[src/rtl/seg_scan_driver_if.sv]
// Value/control inputs and display pin outputs of seg_scan_driver.
interface seg_scan_driver_if #(
  parameter int unsigned DIGITS = 4
);
  logic                load;
  logic [4*DIGITS-1:0] value;
  logic [DIGITS-1:0]   dp_in;
  logic                blank_en;
  logic [7:0]          seg;
  logic [DIGITS-1:0]   dig_sel;
  logic                frame_done;

  modport master (output load, value, dp_in, blank_en,
                  input  seg, dig_sel, frame_done);
  modport slave  (input  load, value, dp_in, blank_en,
                  output seg, dig_sel, frame_done);
endinterface

[src/rtl/seg_scan_driver.sv]
// Multiplexed multi-digit seven-segment driver with double-buffered value.
// Define SEG_SCAN_HEX_EN to decode nibbles A..F as hex glyphs (default: dash).
module seg_scan_driver #(
  parameter int unsigned DIGITS         = 4,
  parameter int unsigned SCAN_DIV       = 1000,
  parameter bit          SEG_ACTIVE_LOW = 1'b0,
  parameter bit          DIG_ACTIVE_LOW = 1'b1
) (
  input logic             clk,
  input logic             rst_n,
  seg_scan_driver_if.slave bus
);
  localparam int unsigned       IDX_W    = (DIGITS > 1) ? $clog2(DIGITS) : 1;
  localparam int unsigned       PRE_W    = (SCAN_DIV > 1) ? $clog2(SCAN_DIV) : 1;
  localparam logic [IDX_W-1:0]  IDX_LAST = IDX_W'(DIGITS - 1);
  localparam logic [PRE_W-1:0]  PRE_LAST = PRE_W'(SCAN_DIV - 1);
  localparam logic [7:0]        SEG_IDLE = {8{SEG_ACTIVE_LOW}};
  localparam logic [DIGITS-1:0] DIG_IDLE = {DIGITS{DIG_ACTIVE_LOW}};

  logic [PRE_W-1:0]            pre;
  logic [IDX_W-1:0]            idx;
  logic                        tick;
  logic                        boundary;
  logic [DIGITS-1:0][3:0]      shadow_val;
  logic [DIGITS-1:0]           shadow_dp;
  logic [DIGITS-1:0][3:0]      pend_val;
  logic [DIGITS-1:0]           pend_dp;
  logic                        pend;
  logic [DIGITS-1:0]           zero_from;
  logic                        blank;
  logic [7:0]                  seg_raw;
  logic [DIGITS-1:0]           dig_raw;
  logic [7:0]                  seg_q;
  logic [DIGITS-1:0]           dig_q;
  logic                        frame_q;

  function automatic logic [6:0] decode(input logic [3:0] n);
    case (n)
      4'h0:    decode = 7'b1111110;
      4'h1:    decode = 7'b0110000;
      4'h2:    decode = 7'b1101101;
      4'h3:    decode = 7'b1111001;
      4'h4:    decode = 7'b0110011;
      4'h5:    decode = 7'b1011011;
      4'h6:    decode = 7'b1011111;
      4'h7:    decode = 7'b1110000;
      4'h8:    decode = 7'b1111111;
      4'h9:    decode = 7'b1111011;
`ifdef SEG_SCAN_HEX_EN
      4'hA:    decode = 7'b1110111;
      4'hB:    decode = 7'b0011111;
      4'hC:    decode = 7'b1001110;
      4'hD:    decode = 7'b0111101;
      4'hE:    decode = 7'b1001111;
      default: decode = 7'b1000111;
`else
      default: decode = 7'b0000001;
`endif
    endcase
  endfunction

  always_comb begin
    tick     = (pre == PRE_LAST);
    boundary = tick && (idx == IDX_LAST);
  end

  always_ff @(posedge clk or negedge rst_n) begin
    if (!rst_n) begin
      pre <= '0;
      idx <= '0;
    end else if (tick) begin
      pre <= '0;
      idx <= boundary ? '0 : idx + IDX_W'(1);
    end else begin
      pre <= pre + PRE_W'(1);
    end
  end

  // Shadow only changes on a frame boundary, so a frame never mixes values;
  // a load landing on the boundary itself bypasses the pending stage.
  always_ff @(posedge clk or negedge rst_n) begin
    if (!rst_n) begin
      shadow_val <= '0;
      shadow_dp  <= '0;
      pend_val   <= '0;
      pend_dp    <= '0;
      pend       <= 1'b0;
    end else if (boundary) begin
      if (bus.load) begin
        shadow_val <= bus.value;
        shadow_dp  <= bus.dp_in;
      end else if (pend) begin
        shadow_val <= pend_val;
        shadow_dp  <= pend_dp;
      end
      pend <= 1'b0;
    end else if (bus.load) begin
      pend_val <= bus.value;
      pend_dp  <= bus.dp_in;
      pend     <= 1'b1;
    end
  end

  // zero_from[i] is set when nibbles i..DIGITS-1 are all zero.
  always_comb begin
    logic run_zero;
    run_zero  = 1'b1;
    zero_from = '0;
    for (int unsigned i = DIGITS; i > 0; i--) begin
      run_zero       = run_zero && (shadow_val[i-1] == 4'h0);
      zero_from[i-1] = run_zero;
    end
  end

  always_comb begin
    blank   = bus.blank_en && (idx != '0) && zero_from[idx];
    seg_raw = {blank ? 7'b0000000 : decode(shadow_val[idx]), shadow_dp[idx]};
    dig_raw = DIGITS'(1) << idx;
  end

  always_ff @(posedge clk or negedge rst_n) begin
    if (!rst_n) begin
      seg_q   <= SEG_IDLE;
      dig_q   <= DIG_IDLE;
      frame_q <= 1'b0;
    end else begin
      seg_q   <= seg_raw ^ SEG_IDLE;
      dig_q   <= dig_raw ^ DIG_IDLE;
      frame_q <= boundary;
    end
  end

  assign bus.seg        = seg_q;
  assign bus.dig_sel    = dig_q;
  assign bus.frame_done = frame_q;
endmodule

[src/flat_wrapper.sv]
// flat-port wrapper written by rule: the top's interface ports become plain ports
module seg_scan_driver_flat 
#(
  parameter int unsigned DIGITS         = 4,
  parameter int unsigned SCAN_DIV       = 1000,
  parameter bit          SEG_ACTIVE_LOW = 1'b0,
  parameter bit          DIG_ACTIVE_LOW = 1'b1
)
  (clk, rst_n, bus_load, bus_value, bus_dp_in, bus_blank_en, bus_seg, bus_dig_sel, bus_frame_done);
  seg_scan_driver_if #(.DIGITS(DIGITS)) bus_i ();
  input logic clk;
  input logic rst_n;
  input wire logic [$bits(bus_i.load)-1:0] bus_load;
  input wire logic [$bits(bus_i.value)-1:0] bus_value;
  input wire logic [$bits(bus_i.dp_in)-1:0] bus_dp_in;
  input wire logic [$bits(bus_i.blank_en)-1:0] bus_blank_en;
  output wire logic [$bits(bus_i.seg)-1:0] bus_seg;
  output wire logic [$bits(bus_i.dig_sel)-1:0] bus_dig_sel;
  output wire logic [$bits(bus_i.frame_done)-1:0] bus_frame_done;
  assign bus_i.load = bus_load;
  assign bus_i.value = bus_value;
  assign bus_i.dp_in = bus_dp_in;
  assign bus_i.blank_en = bus_blank_en;
  assign bus_seg = bus_i.seg;
  assign bus_dig_sel = bus_i.dig_sel;
  assign bus_frame_done = bus_i.frame_done;
  seg_scan_driver #(.DIGITS(DIGITS), .SCAN_DIV(SCAN_DIV), .SEG_ACTIVE_LOW(SEG_ACTIVE_LOW), .DIG_ACTIVE_LOW(DIG_ACTIVE_LOW)) u_core (.clk(clk), .rst_n(rst_n), .bus(bus_i));
endmodule
[config.mk]
export PLATFORM = sky130hd
export DESIGN_NAME = seg_scan_driver_flat
export DESIGN_NICKNAME = d
export VERILOG_FILES = /design/src/rtl/seg_scan_driver_if.sv /design/src/rtl/seg_scan_driver.sv /design/src/flat_wrapper.sv
export SDC_FILE = /design/constraint.sdc
export NUM_CORES = 1
export LEC_CHECK = 0
export CORE_MARGIN = 1
export CORE_UTILIZATION = 52
export DETAILED_ROUTE_END_ITERATION = 7
export HOLD_SLACK_MARGIN = 0.05
export PLACE_DENSITY = 0.75
export SYNTH_ARGS = -nofsm -noshare
export SYNTH_HDL_FRONTEND = slang
export SYNTH_SLANG_ARGS = --single-unit
[constraint.sdc]
create_clock -name clk -period 5.9 [get_ports clk]
set_clock_uncertainty 0.2 [all_clocks]
set_input_delay 1.18 -clock clk [delete_from_list [all_inputs] [get_ports clk]]
set_output_delay 1.18 -clock clk [all_outputs]
set_load 0.05 [all_outputs]
# Word level (Yosys, flattened, before mapping)
# Memories as Yosys holds them, arrays and structs flattened.
# Cells that the tools add are included.
# Widths: inputs -> output; s select.
classes:
  add_sub_neg: 2
  n_lt_le_gt_ge: 1
  n_eq_ne: 2
  shifts: 1
  mux: 15
  n_bitwise: 2
  reduce_logical: 15
op_table:
  columns: ["cell", "n"]
  rows:
  - ["$mux 16", 2]
  - ["$logic_not 4->1", 4]
  - ["$mux 4", 3]
  - ["$add 10x1->10 const B", 1]
  - ["$eq 10x10->1 const B", 1]
  - ["$mux 10", 1]
  - ["$bmux 4 s2", 1]
  - ["$mux 7", 1]
  - ["$logic_and 1x1->1", 6]
  - ["$reduce_bool 2->1", 3]
  - ["$bmux 1 s2", 2]
  - ["$mux 1", 4]
  - ["$not 4->4", 1]
  - ["$reduce_and 2->1", 2]
  - ["$shl 1x2->4 const A", 1]
  - ["$lt 2x3->1 const B", 1]
  - ["$add 2x1->2 const B", 1]
  - ["$eq 2x2->1 const B", 1]
  - ["$mux 2", 1]
  - ["$not 1->1", 1]
word_totals:
  reg_bits: 66
  rom_bits: 112
  out_inout_bits: 13
  word_cells: 55
  memories: 1
mem_list:
  columns: ["memory", "words", "width", "read_ports", "rd_ports_with_merged_regs", "wr", "line_no", "source"]
  rows:
  - ["(no name shown)", 16, 7, 1, 0, 0, "seg_scan_driver.sv:38", "case (n)"]

# Longest topological paths before layout
# Gate-level depths: netlist of run 1.
logic_depth:
  depth_word: 8
  ltp_mapped: 8

# Least setup slack after synthesis of run 1
# OpenSTA, ideal clock, no wires.
synth_path:
  path_type: "input -> register"
  from: "in bus_load"
  to: "reg u_core.shadow_dp[0]"
  setup_time_ns: 0.125
  t_arrival_ns: 2.112
  required_ns: 5.575
  setup_slack_ns: 3.464
  path_stages: 3
  cell_sequence: "clkbuf_1 -> mux2_2 -> mux2_2"
synth_between:
  elab_chain_len: 2
synth_rtl:
  columns: ["item", "line_no", "source"]
  rows:
  - ["from (decl)", "flat_wrapper.sv:13", "input wire logic [$bits(bus_i.load)-1:0] bus_load;"]
  - ["$reduce_bool 2->1 (no line)", null, null]
  - ["$reduce_and 2->1 (no line)", null, null]
  - ["to (signal assigned)", "seg_scan_driver.sv:91", "shadow_dp <= bus.dp_in;"]
  - ["to (signal assigned)", "seg_scan_driver.sv:94", "shadow_dp <= pend_dp;"]
  - ["to (decl)", "seg_scan_driver.sv:25", "logic [DIGITS-1:0] shadow_dp;"]
# Parallel ways exist; a longest one is shown, timed or not.
# A chain may end at the register's enable or synchronous reset.

# Worst setup path after layout of run 1
layout_path:
  from: "in bus_load"
  to: "reg u_core.shadow_val[11] (netlist name)"
layout_between:
  elab_chain_len: 2
layout_rtl:
  columns: ["item", "line_no", "source"]
  rows:
  - ["$reduce_bool 2->1 (no line)", null, null]
  - ["$reduce_and 2->1 (no line)", null, null]
  - ["to (signal assigned)", "seg_scan_driver.sv:90", "shadow_val <= bus.value;"]
  - ["to (signal assigned)", "seg_scan_driver.sv:93", "shadow_val <= pend_val;"]
  - ["to (decl)", "seg_scan_driver.sv:24", "logic [DIGITS-1:0][3:0] shadow_val;"]
# Parallel ways exist; a longest one is shown, timed or not.

==> results.sh, run 1 <==
export IMPL_cp_depth=5
export IMPL_final_nets=307
export IMPL_critPathCapture="u_core.shadow_val[11]"
export IMPL_die_area_um2=6290
export IMPL_clk_latency_ns=0.34
export IMPL_slowest_delay_ns=1.16
export IMPL_crit_buf_inv=2
export IMPL_synth_area_per_cell_um2=13.4
export IMPL_p_leak_nw=1.59
export IMPL_synth_edff_count=0
export IMPL_grt_use_met2_pct=32.0
export IMPL_n_antenna_cell=0
export IMPL_core_area_um2=5640
export IMPL_ios=37
export IMPL_worstPathRequired_ns=5.93
export IMPL_maxCapViolCount=0
export IMPL_syn_instance_count=232
export IMPL_hold_viol=0
export IMPL_drive_above_1_share_pct=33.2
export IMPL_tns_ns=0
export IMPL_areaGrowthSynthToFinish_pct=20.0
export IMPL_synth_xor_area_share_pct=1.69
export IMPL_cts_max_level=3
export IMPL_yosysWarnings=0
export IMPL_syn_num_nets=266
export IMPL_max_clock_freq_mhz=293
export IMPL_cts_hold_buffers=0
export IMPL_synth_fa_ha_area_share_pct=4.03
export IMPL_die_x_um=79.3
export IMPL_synth_cell_types=39
export IMPL_worstSetupPathType="input pin to flip-flop"
export IMPL_clkSlewWorstSetupHoldPaths_ns=0.06
export IMPL_fin_hold_ws_ns=0.256
export IMPL_cts_buffer_depth=2
export IMPL_drt_iter0_markers=82
export IMPL_die_h_um=79.3
export IMPL_portBuffers=36
export IMPL_grt_overflow_total=0
export IMPL_cp_cell_sequence="clkdlybuf4s50_1, nor2_1, nor4_4, buf_4, mux2_2"
export IMPL_fp_row_count=27
export IMPL_finalSetupViolCount=0
export IMPL_post_route_min_period_ns=3.41
export IMPL_ant_nets=0
export IMPL_rr_endpoint="u_core.pend_dp[2]"
export IMPL_power_density_nw_per_um2=261
export IMPL_regToRegSetupSlack_ns=3.32
export IMPL_yosys_area_share_simple_pct=7.29
export IMPL_slowest_stage="clkdlybuf4s50_1"
export IMPL_synth_area_leaders="dfrtp_1, mux2_2, ha_1, dfstp_2, mux4_2"
export IMPL_grt_use_met1_pct=23.3
export IMPL_yosys_area_top_type="dfrtp_1"
export IMPL_cts_root_buf="clkbuf_8"
export IMPL_cp_arrival_ns=3.43
export IMPL_place_gp_congestion=0.786
export IMPL_synthMuxAreaShare_pct=25.6
export IMPL_ys_flop_type="dfrtp_1"
export IMPL_status="complete, no violations"
export IMPL_yosysSeqAreaShare_pct=53.3
export IMPL_synth_top_family_by_area="multiplexers"
export IMPL_ir_drop_v=0.000192
export IMPL_syn_area_um2=3110
export IMPL_grt_busiest_layer="met2"
export IMPL_crit_path_end_kind="flip-flop"
export IMPL_fin_ws_ns=2.49
export IMPL_drt_pass1_iter_count=4
export IMPL_hold_class="flip-flop to flip-flop"
export IMPL_vias_per_cell=5.38
export IMPL_yosysTopAreaCellShare_pct=49.9
export IMPL_tightest_slew_ns=1.07
export IMPL_grt_usage_pct=19.4
export IMPL_crit_family="buffers and inverters"
export IMPL_post_route_period_util_pct=57.8
export IMPL_drt_wl_total_um=5250
export IMPL_timing_rr_start="u_core.idx[0]"
export IMPL_cts_resized=0
export IMPL_grt_start_max_net_pins=67
export IMPL_crit_path_start="bus_load"
export IMPL_finalMaxSlewViolations=0
export IMPL_synthArstFlopShare_pct=100
export IMPL_start_util_pct=55.1
export IMPL_drc=0
export IMPL_synthTopCellsByCount="dfrtp_1, mux2_2, nor2_1"
export IMPL_cts_made_buffers=9
export IMPL_grt_pass1_vias=1920
export IMPL_grt_first_pass_wirelength_um=9030
export IMPL_wl_per_cell_um=15.0
export IMPL_dp_slack_ns=2.10
export IMPL_use_met3_pct=8.05
export IMPL_antenna_found_initial=0
export IMPL_relSlewSlack_pct=28.9
export IMPL_cts_tree="done"
export IMPL_n_fill_cell=411
export IMPL_rr_worst_depth=4
export IMPL_cts_setup_buffers=0
export IMPL_hpwl_um=3430
export IMPL_synth_compound_area_share_pct=4.71
export IMPL_rsz0062_at_grt="false"
export IMPL_ys_ff_latch=66
export IMPL_worstPathMaxFanout=22
export IMPL_worstSetupStartpointType="input pin"
export IMPL_cts_sinks=66
export IMPL_yosysMostFrequentCell="dfrtp_1"
export IMPL_num_vias=1876
how the worst min path moves through the flow:
stage	start	endpoint	slack [ns]	cells after the start
6_report	u_core.pre[0]	u_core.pre[0]	0.26	1
3_5_place_dp	u_core.pre[0]	u_core.pre[0]	0.25	1
3_3_place_gp	u_core.pre[0]	u_core.pre[0]	0.24	1
4_1_cts	u_core.pre[0]	u_core.pre[0]	0.26	1
2_1_floorplan	u_core.pre[0]	u_core.pre[0]	0.23	1
5_1_grt	u_core.pre[0]	u_core.pre[0]	0.28	1
metal layers:
layer | vias up | part of all wire, %
met3 | 4 | 4.4
met2 | 38 | 50
met1 | 936 | 45
li1 | 898 | -
met4 | 0 | 0.63
met5 | - | 0
worst register-to-register path: stages (launching register included):
cell and delay, ns:
dfrtp_1 0.57, ha_1 0.21, inv_1 0.12, o31ai_4 0.94, mux2_2 0.43
through the flow:
step	area, um2	power [W]	util, %	std cells
after global placement	3530	0.000601	62.6	334
after CTS	3730	0.000984	66.1	349
after floorplan	3110	0.000558	-	232
final	3730	0.000973	66.1	349
after detailed placement	3530	0.000603	62.6	334
after global routing	3730	0.00102	66.1	349
flip-flops by register name, indices dropped and copies added, names as in the netlist:
name and flops:
u_core.pend_val 16, u_core.bus.seg 8, u_core.pend 1, u_core.pre 10, u_core.shadow_val 16, u_core.pend_dp 4
u_core.bus.frame_done 1, u_core.shadow_dp 4, u_core.idx 2, u_core.bus.dig_sel 4
cells in the final DEF (no fill, tap or decap), drive strengths merged, types with 5 or more instances in the layout:
cell type      synthesis  final
a21oi                 10     10
clkbuf                 2     12
clkdlybuf4s50          0     35
dfrtp                 62     62
ha                    10     10
inv                   10     10
mux2                  60     60
mux4                   5      5
nand2                  7      7
nand3                  7      7
nor2                  12     12
nor4                   5      5
o21ai                  7      7
cell families (layout without fill, tap and decap cells):
kind of cell	count (synthesis)	count (layout)
flip-flops	66	66
multiplexers	65	65
AND/OR/NAND/NOR	42	42
AO/OA/AOI/OAI	22	22
buffers and inverters	21	66
adder cells (fa/ha/maj)	10	10
XOR/XNOR	6	6
final cells by class:
cell class | instances | area, um2 | share of cell area, %
clock buffers | 12 | 155 | 4.16
inverters | 12 | 45.0 | 1.21
repair buffers | 39 | 378 | 10.1
well taps | 72 | 90.1 | 2.42
clock inverters | 3 | 40.0 | 1.07
flip-flops and latches | 66 | 1660 | 44.4
multi-input cells | 145 | 1360 | 36.6
power breakdown:
group	leakage (nW)	switching (W)	internal, W
sequential	0.807	0.0000111	0.000476
combinational	0.685	0.0000504	0.0000566
clock	0.102	0.000165	0.000215
total	1.59	0.000227	0.000747
Note: power is estimated with default switching activity, not from simulation.
==> run 2, diff against run 1 <==
--- a/config.mk
+++ b/config.mk
@@ -6,10 +6,10 @@
 export NUM_CORES = 1
 export LEC_CHECK = 0
 export CORE_MARGIN = 1
-export CORE_UTILIZATION = 52
+export CORE_UTILIZATION = 50
 export DETAILED_ROUTE_END_ITERATION = 7
 export HOLD_SLACK_MARGIN = 0.05
-export PLACE_DENSITY = 0.75
+export PLACE_DENSITY = 0.76
 export SYNTH_ARGS = -nofsm -noshare
 export SYNTH_HDL_FRONTEND = slang
 export SYNTH_SLANG_ARGS = --single-unit
==> constraint.sdc (replaced) <==
create_clock -name clk -period 2.8 [get_ports clk]
set_clock_uncertainty 0.2 [all_clocks]
set_input_delay 0.56 -clock clk [delete_from_list [all_inputs] [get_ports clk]]
set_output_delay 0.56 -clock clk [all_outputs]
set_load 0.05 [all_outputs]
==> run 2 against run 1 <==
Clock power up 100%; critical path type is now flip-flop to flip-flop; register-to-register slack worse by 3.0 ns; routed wire length down 1.9%; sequential share of layout area down 0.28 points; critical path depth unchanged; first-iteration DRC count down 33%.
==> results.sh, run 2 (same netlist as run 1, synthesis figures left out) <==
export IMPL_die_x_um=80.8
export IMPL_worstPathRequired_ns=2.82
export IMPL_areaGrowthSynthToFinish_pct=20.8
export IMPL_worstSetupPathType="flip-flop to flip-flop"
export IMPL_hold_class="input pin to asynchronous set/reset pin"
export IMPL_grt_usage_pct=18.6
export IMPL_slowest_stage="o31ai_4"
export IMPL_cts_root_buf="clkbuf_8"
export IMPL_n_antenna_cell=0
export IMPL_finalMaxSlewViolations=0
export IMPL_p_leak_nw=1.61
export IMPL_cts_resized=0
export IMPL_relSlewSlack_pct=32.3
export IMPL_use_met3_pct=7.53
export IMPL_worstPathMaxFanout=20
export IMPL_grt_overflow_total=0
export IMPL_grt_first_pass_wirelength_um=8910
export IMPL_place_gp_congestion=0.762
export IMPL_timing_rr_start="u_core.pre[0]"
export IMPL_ant_nets=0
export IMPL_cts_buffer_depth=2
export IMPL_ir_drop_v=0.000333
export IMPL_core_area_um2=5960
export IMPL_cts_made_buffers=9
export IMPL_cts_max_level=3
export IMPL_fp_row_count=28
export IMPL_crit_path_end_kind="flip-flop"
export IMPL_rr_worst_depth=5
export IMPL_final_nets=311
export IMPL_drt_pass1_iter_count=4
export IMPL_wl_per_cell_um=14.4
export IMPL_tns_ns=0
export IMPL_die_h_um=80.8
export IMPL_place_area_um2=3570
export IMPL_maxCapViolCount=0
export IMPL_critPathCapture="u_core.pend_dp[2]"
export IMPL_grt_start_max_net_pins=67
export IMPL_dp_slack_ns=0.243
export IMPL_ios=37
export IMPL_grt_busiest_layer="met2"
export IMPL_start_util_pct=52.2
export IMPL_power_density_nw_per_um2=537
export IMPL_grt_use_met2_pct=30.8
export IMPL_drt_iter0_markers=55
export IMPL_n_fill_cell=489
export IMPL_finalSetupViolCount=0
export IMPL_post_route_period_util_pct=89.9
export IMPL_grt_use_met1_pct=22.2
export IMPL_crit_path_start="u_core.pre[0]"
export IMPL_drive_above_1_share_pct=33.8
export IMPL_rsz0062_at_grt="false"
export IMPL_status="complete, no violations"
export IMPL_clkSlewWorstSetupHoldPaths_ns=0.07
export IMPL_clk_latency_ns=0.34
export IMPL_fin_ws_ns=0.283
export IMPL_drt_wl_total_um=5140
export IMPL_worstSetupStartpointType="flip-flop"
export IMPL_post_route_min_period_ns=2.52
export IMPL_max_clock_freq_mhz=397
export IMPL_cts_hold_buffers=0
export IMPL_top_regs="u_core.pend_val (16), u_core.shadow_val (16), u_core.pre (10)"
export IMPL_rr_endpoint="u_core.pend_dp[2]"
export IMPL_cp_arrival_ns=2.54
export IMPL_vias_per_cell=5.31
export IMPL_regToRegSetupSlack_ns=0.28
export IMPL_drc=0
export IMPL_final_cell_area_um2=3750
export IMPL_tightest_slew_ns=1.02
export IMPL_slowest_delay_ns=0.85
export IMPL_cts_tree="done"
export IMPL_final_cell_mix="dfrtp_1, mux2_2, clkdlybuf4s50_1, nor2_1"
export IMPL_layout_commonest_cell="dfrtp_1"
export IMPL_antenna_found_initial=0
export IMPL_die_area_um2=6530
export IMPL_cts_setup_buffers=0
export IMPL_portBuffers=36
export IMPL_num_vias=1889
export IMPL_grt_pass1_vias=1879
export IMPL_cp_cell_sequence="ha_1, and2_2, nand3_2, o31ai_4, mux2_2"
export IMPL_hpwl_um=3550
export IMPL_hold_viol=0
export IMPL_cts_sinks=66
[run 2: layout make-up]
class | instances | area (um2) | share of cell area [%]
repair buffers | 43 | 408 | 10.9
inverters | 12 | 45.0 | 1.20
multi-input cells | 145 | 1360 | 36.3
well taps | 75 | 93.8 | 2.50
clock buffers | 12 | 145 | 3.87
flip-flops and latches | 66 | 1660 | 44.1
clock inverters | 3 | 40.0 | 1.07
[run 2: how the worst min path moves through the flow]
| stage | start | endpoint | slack (ns) | cells after the start |
|---|---|---|---|---|
| after floorplan | rst_n | u_core.bus.frame_done | 0.06 | 0 |
| after global placement | u_core.pre[0] | u_core.pre[0] | 0.24 | 1 |
| after detailed placement | u_core.pre[0] | u_core.pre[0] | 0.25 | 1 |
| after CTS | rst_n | u_core.bus.seg[2] | 0.22 | 2 |
| after global routing | rst_n | u_core.pend_val[2] | 0.26 | 2 |
| final | rst_n | u_core.bus.seg[2] | 0.20 | 2 |
[run 2: report_power, final]
group	internal, W	total, W	switching, W
Sequential	0.00100	0.00103	0.0000230
Combinational	0.000120	0.000226	0.000106
Clock	0.000428	0.000763	0.000335
Total	0.00155	0.00201	0.000464
[run 2: routing by layer]
layer / up-vias / part of all wire (%)
met5: - / 0
met4: 0 / 1.3
met3: 7 / 4.7
met2: 34 / 48
met1: 940 / 45
li1: 908 / -
[run 2: per-stage QoR]
step	power [W]	hold slack, ns	cells	utilization [%]
6_report	0.00201	0.196	356	63.0
5_1_grt	0.00211	0.259	356	63.0
4_1_cts	0.00204	0.219	356	63.0
3_5_place_dp	0.00127	0.250	341	59.9
3_3_place_gp	0.00127	0.241	341	59.9
2_1_floorplan	0.00118	0.0644	232	-
[run 2: critical path: cells and delay by family (launching register included)]
family / cells / cell delay [ns]
DFF: 1 / 0.37
muxes: 1 / 0.41
adders and majority gates: 1 / 0.18
AOI/OAI and AO/OA: 1 / 0.85
and+or+nand+nor: 2 / 0.37
